--- src/rtl/led_pattern_seq_pkg.sv ---
// Shared encodings for the LED pattern sequencer.
// Mode and FSM constants plus the thermometer helper.
package led_pattern_seq_pkg;

    localparam int LEVEL_W = 8;

    localparam logic [1:0] MODE_BAR      = 2'd0;
    localparam logic [1:0] MODE_WALK     = 2'd1;
    localparam logic [1:0] MODE_PINGPONG = 2'd2;
    localparam logic [1:0] MODE_SOLID    = 2'd3;

    localparam logic ST_IDLE = 1'b0;
    localparam logic ST_RUN  = 1'b1;

    // Thermometer: top three level bits select how many low LEDs light.
    function automatic logic [LEVEL_W-1:0] bar_pattern(
        input logic [LEVEL_W-1:0] lvl
    );
        if (lvl == '0) return '0;
        return {LEVEL_W{1'b1}} >> (3'd7 - lvl[LEVEL_W-1 -: 3]);
    endfunction

endpackage

--- src/rtl/ramp_turn_detect.sv ---
// Tracks ramp direction, flags peaks and troughs,
// and counts completed breaths (troughs) with saturation.
module ramp_turn_detect
    import led_pattern_seq_pkg::*;
(
    input  logic               clk_div,
    input  logic               rst,
    input  logic [LEVEL_W-1:0] level_in,
    output logic [LEVEL_W-1:0] level_q,
    output logic               peak_det,
    output logic               trough_det,
    output logic               peak_pulse,
    output logic               trough_pulse,
    output logic [7:0]         breath_cnt
);

    logic dir;

    assign peak_det   = dir && (level_in < level_q);
    assign trough_det = !dir && (level_in > level_q);

    always_ff @(posedge clk_div or posedge rst) begin
        if (rst) begin
            level_q      <= '0;
            dir          <= 1'b1;
            peak_pulse   <= 1'b0;
            trough_pulse <= 1'b0;
            breath_cnt   <= '0;
        end else begin
            level_q      <= level_in;
            peak_pulse   <= peak_det;
            trough_pulse <= trough_det;
            if (level_in > level_q) begin
                dir <= 1'b1;
            end else if (level_in < level_q) begin
                dir <= 1'b0;
            end
            if (trough_det && breath_cnt != 8'hFF) begin
                breath_cnt <= breath_cnt + 8'd1;
            end
        end
    end

endmodule

--- src/rtl/led_pattern_seq.sv ---
// LED pattern sequencer: maps ramp level and breath events to
// one of four patterns; mode switches commit only at a trough.
module led_pattern_seq
    import led_pattern_seq_pkg::*;
#(
    parameter int STEP_PEAKS   = 1,
    parameter int SOLID_THRESH = 128
) (
    input  logic               clk_div,
    input  logic               rst,
    input  logic               enable,
    input  logic [LEVEL_W-1:0] level_in,
    input  logic [1:0]         mode_sel,
    input  logic               mode_req,
    output logic               mode_ack,
    output logic [1:0]         mode_cur,
    output logic [LEVEL_W-1:0] led_out,
    output logic               peak_pulse,
    output logic               trough_pulse,
    output logic [7:0]         breath_cnt
);

    localparam int         TW        = LEVEL_W + 1;
    localparam logic [3:0] STEP_LAST = 4'(STEP_PEAKS - 1);
    localparam logic [TW-1:0] THRESH = TW'(SOLID_THRESH);

    logic               state;
    logic               req_done;
    logic [2:0]         pos;
    logic               pp_up;
    logic [3:0]         step_cnt;
    logic [LEVEL_W-1:0] level_q;
    logic               peak_det;
    logic               trough_det;
    logic               accept;
    logic               walk_step;
    logic               pp_step;
    logic [LEVEL_W-1:0] pattern;

    ramp_turn_detect u_turn (
        .clk_div      (clk_div),
        .rst          (rst),
        .level_in     (level_in),
        .level_q      (level_q),
        .peak_det     (peak_det),
        .trough_det   (trough_det),
        .peak_pulse   (peak_pulse),
        .trough_pulse (trough_pulse),
        .breath_cnt   (breath_cnt)
    );

    // req_done blocks a second ack while the requester still holds req.
    assign accept = mode_req && !req_done &&
                    (state == ST_IDLE || trough_det);

    assign walk_step = (mode_cur == MODE_WALK) && peak_det;
    assign pp_step   = (mode_cur == MODE_PINGPONG) &&
                       (peak_det || trough_det);

    always_comb begin
        pattern = '0;
        unique case (mode_cur)
            MODE_BAR:      pattern = bar_pattern(level_q);
            MODE_WALK,
            MODE_PINGPONG: pattern = LEVEL_W'(1) << pos;
            MODE_SOLID:    pattern = ({1'b0, level_q} >= THRESH) ? '1 : '0;
            default:       pattern = '0;
        endcase
    end

    always_ff @(posedge clk_div or posedge rst) begin
        if (rst) begin
            state    <= ST_IDLE;
            led_out  <= '0;
            mode_ack <= 1'b0;
            req_done <= 1'b0;
            mode_cur <= MODE_BAR;
        end else begin
            state    <= enable ? ST_RUN : ST_IDLE;
            led_out  <= (state == ST_RUN && enable) ? pattern : '0;
            mode_ack <= accept;
            if (!mode_req) begin
                req_done <= 1'b0;
            end else if (accept) begin
                req_done <= 1'b1;
            end
            if (accept) begin
                mode_cur <= mode_sel;
            end
        end
    end

    // A commit restarts the position; it wins over a coincident step.
    always_ff @(posedge clk_div or posedge rst) begin
        if (rst) begin
            pos      <= '0;
            pp_up    <= 1'b1;
            step_cnt <= '0;
        end else if (accept) begin
            pos      <= '0;
            pp_up    <= 1'b1;
            step_cnt <= '0;
        end else if (walk_step) begin
            if (step_cnt == STEP_LAST) begin
                step_cnt <= '0;
                pos      <= pos + 3'd1;
            end else begin
                step_cnt <= step_cnt + 4'd1;
            end
        end else if (pp_step) begin
            if (pp_up) begin
                if (pos == 3'd7) begin
                    pos   <= 3'd6;
                    pp_up <= 1'b0;
                end else begin
                    pos <= pos + 3'd1;
                end
            end else begin
                if (pos == 3'd0) begin
                    pos   <= 3'd1;
                    pp_up <= 1'b1;
                end else begin
                    pos <= pos - 3'd1;
                end
            end
        end
    end

endmodule

--- config.mk ---
export PLATFORM = sky130hd
export DESIGN_NAME = led_pattern_seq
export DESIGN_NICKNAME = d
export VERILOG_FILES = /design/src/rtl/led_pattern_seq_pkg.sv /design/src/rtl/ramp_turn_detect.sv /design/src/rtl/led_pattern_seq.sv
export SDC_FILE = /design/constraint.sdc
export NUM_CORES = 1
export LEC_CHECK = 0
export BUFFER_PORTS_ARGS = -buffer_cell sky130_fd_sc_hd__buf_2
export CAP_MARGIN = 20
export CORE_MARGIN = 4
export CORE_UTILIZATION = 56
export CTS_CLUSTER_SIZE = 12
export DETAILED_ROUTE_END_ITERATION = 6
export PLACE_DENSITY = 0.79
export SLEW_MARGIN = 40
export SYNTH_ARGS = -nofsm -noshare
export SYNTH_HDL_FRONTEND = slang
export SYNTH_SLANG_ARGS = --single-unit
--- constraint.sdc ---
create_clock -name clk_div -period 2.56 [get_ports clk_div]
set_input_delay 0.384 -clock clk_div [delete_from_list [all_inputs] [get_ports clk_div]]
set_output_delay 0.384 -clock clk_div [all_outputs]
set_load 0.02 [all_outputs]
==> qor.yml <==
setup_path:
  crit_path_top_delay_cell: "o32ai_2"
  max_stage_delay_ps: 420
  r2r_setup_slack_ps: 270
  crit_path_max_fanout: 5
  worst_setup_path_start_kind: "register"
  crit_type: "register to register"
  required_ps: 2780
  crit_buf_inv: 1
  cp_top_family: "compound AO/OA/AOI/OAI gates"
  arrival_ps: 2510
  crit_path_cell_trace: "inv_1, ha_1, nand4_4, a21oi_4, nor2_1, o32ai_2, mux2_4, a21oi_2"
  endpoint_kind: "register"
power_and_ir_drop:
  p_leak_nw: 1.271
  vdd_ir_drop_max_mv: 0.4630
  p_total_mw: 2.072
  power-per-cell-area_nw_per_um2: 808.1
yosys:
  synth_warnings: 0
  netlist_area_um2: 2223
  synth.distinct_cells: 48
  synth_edf_count: 0
  yosysMostFrequentCell: "dfrtp_1"
  synth_seq_cells: 40
  ys_seq_area_frac: 0.4513
  syn_area_per_cell_um2: 10.69
  synthArstFlopShare: 1.000
  synth.largest_area_cell: "dfrtp_1"
  synth_flop_cell: "dfrtp_1"
  ys_top_cells_by_area: "dfrtp_1 43%, ha_1 14%, inv_1 3.9%"
  syn_nets: 247
  synth_commonest_cells: "38 x dfrtp_1, 25 x ha_1, 23 x inv_1"
  synth_top_area_frac: 0.4277
  syn_inst: 208
timing:
  tightestPinTransition_ps: 496.1
  drv_slew: 0
  setup_viol: 0
  hold_ws_ps: 186.7
  period_share: 0.8929
  fmax_mhz: 437.5
  finalHoldViolations: 0
  fin_setup_tns_ps: 0
  fin_ws_ps: 274.2
  finClkSkew_ps: 7.070
  rsz0062_at_grt: "no"
  maxSlewHeadroom: 0.6693
  min_period_ps: 2286
global_route:
  gr-total-overflow: 0
  antenna_found_initial: 0
  grt_pass1_vias: 1593
  grt_pass1_wl_mm: 7.286
  grt_max_degree: 41
  track_usage: 0.1805
drt:
  antenna_left: 0
  vias: 1570
  drt_iter0_drc: 113
  wl_per_cell_um: 13.59
  via_per_inst: 5.286
  wl_mm: 4.037
  drc: 0
  first_pass_iters: 4
final_layout:
  drive_above_1_share: 0.2530
  fillers: 305
  area_delta_synth_final_pct: 15.31
  diodes: 0
  fin_nets: 287
floorplanning:
  die_h_um: 71.01
  core_um2: 3744
  die_width_um: 71.01
  num_rows: 22
  die_area_um2: 5042
  start_util: 0.5939
  io_pins: 35
placed_design:
  hpwlAfterDp_mm: 3.089
  place.gp.congestion: 0.8153
  place_ws_ps: 274.9
  port_buffers: 34
clocking:
  tritoncts: "yes"
  cts_made_buffers: 5
  postCtsSetupBuffers: 0
  clock_sinks: 40
  cts_hold_buf: 0
  cts_resized: 0
  htreeDepth: 2
  clock_path_buffers: 2
  clk_pin_slew_ps: 80
  clk_latency_ps: 300
  clk_root_buffer_cell: "clkbuf_8"
flow_run:
  drv_cap: 0
worst_hold_path:
  hold_path.class: "input port to async pin"
status:
  outcome: "complete, no violations"
logic make-up after synthesis:
group,Yosys count,share of synthesized area
multiplexers,5,0.02532
buffers and inverters,26,0.04445
adder cells (fa/ha/maj),25,0.1407
AO/OA/AOI/OAI,43,0.1548
AND/OR/NAND/NOR,61,0.1520
XOR/XNOR,8,0.03152
flip-flops,40,0.4513
flip-flops by register name (all words and copies together) (netlist names), 2 cells and up:
name / cells
led_out: 8
mode_cur: 2
u_turn.breath_cnt: 8
u_turn.level_q: 8
step_cnt: 4
pos: 3
cell type report:
type / instances / area, µm² / share of cell area
clock buffers: 5 / 68.82 / 0.02684
clock inverters: 3 / 42.54 / 0.01659
inverters: 24 / 90.09 / 0.03514
multi-input cells: 142 / 1121 / 0.4373
flip-flops and latches: 40 / 1003 / 0.3914
well taps: 48 / 60.06 / 0.02343
repair buffers: 35 / 177.7 / 0.06930
final timing paths:
path                                      start                   end  cells past startpoint
max                           u_turn.level_q[7]                pos[0]                      8
min                                         rst            led_out[1]                      3
max reg2reg                   u_turn.level_q[7]                pos[0]                      8
min reg2reg                u_turn.breath_cnt[6]  u_turn.breath_cnt[6]                      1
max in group asynchronous                   rst            u_turn.dir                      3
min in group clk_div                level_in[4]     u_turn.level_q[4]                      1
where the power goes:
group          leakage [nW]  internal [mW]  total (mW)  switching (mW)
clock network        0.0541          0.288       0.512           0.223
registers             0.508          0.736       0.846           0.111
logic                 0.709          0.281       0.713           0.433
worst reg2reg max path, cell delays in order (launching register included):
cell     delay, ps
dfrtp_1        410
inv_1           80
ha_1           360
nand4_4        160
a21oi_4        210
nor2_1         110
o32ai_2        420
mux2_4         340
a21oi_2        120
layer usage:
metal	global-route usage	vias up	routed length, µm
li1	-	800	-
met4	0.06263	0	65
met5	0	-	0
met3	0.04119	7	173
met1	0.2443	737	1918
met2	0.2853	26	1880
layout by cell type (no fill, tap or decap), types with 2 or more instances in the layout:
cell type / count
a211oi_1: 5
a21oi_1: 10
mux2i_1: 3
xor2_1: 6
dfrtp_1: 38
a21oi_4: 2
nor3_2: 3
a21oi_2: 2
nand2_1: 16
nand4_1: 3
a31oi_1: 2
nor3_1: 2
o21ai_0: 4
dfstp_2: 2
xnor2_1: 2
nor2_1: 16
inv_1: 23
a221oi_1: 2
o21ai_1: 2
a21o_1: 4
nand3_1: 9
buf_2: 34
clkbuf_8: 5
ha_1: 25
o21bai_1: 2
through the flow:
| step | utilization | instance area, µm² | std cells |
|---|---|---|---|
| floorplan | - | 2223 | 208 |
| global placement | 0.6551 | 2452 | 289 |
| detailed placement | 0.6551 | 2452 | 289 |
| CTS | 0.6848 | 2564 | 297 |
| global route | 0.6848 | 2564 | 297 |
| finish | 0.6848 | 2564 | 297 |
No activity file was read; power rests on OpenSTA's default activity.
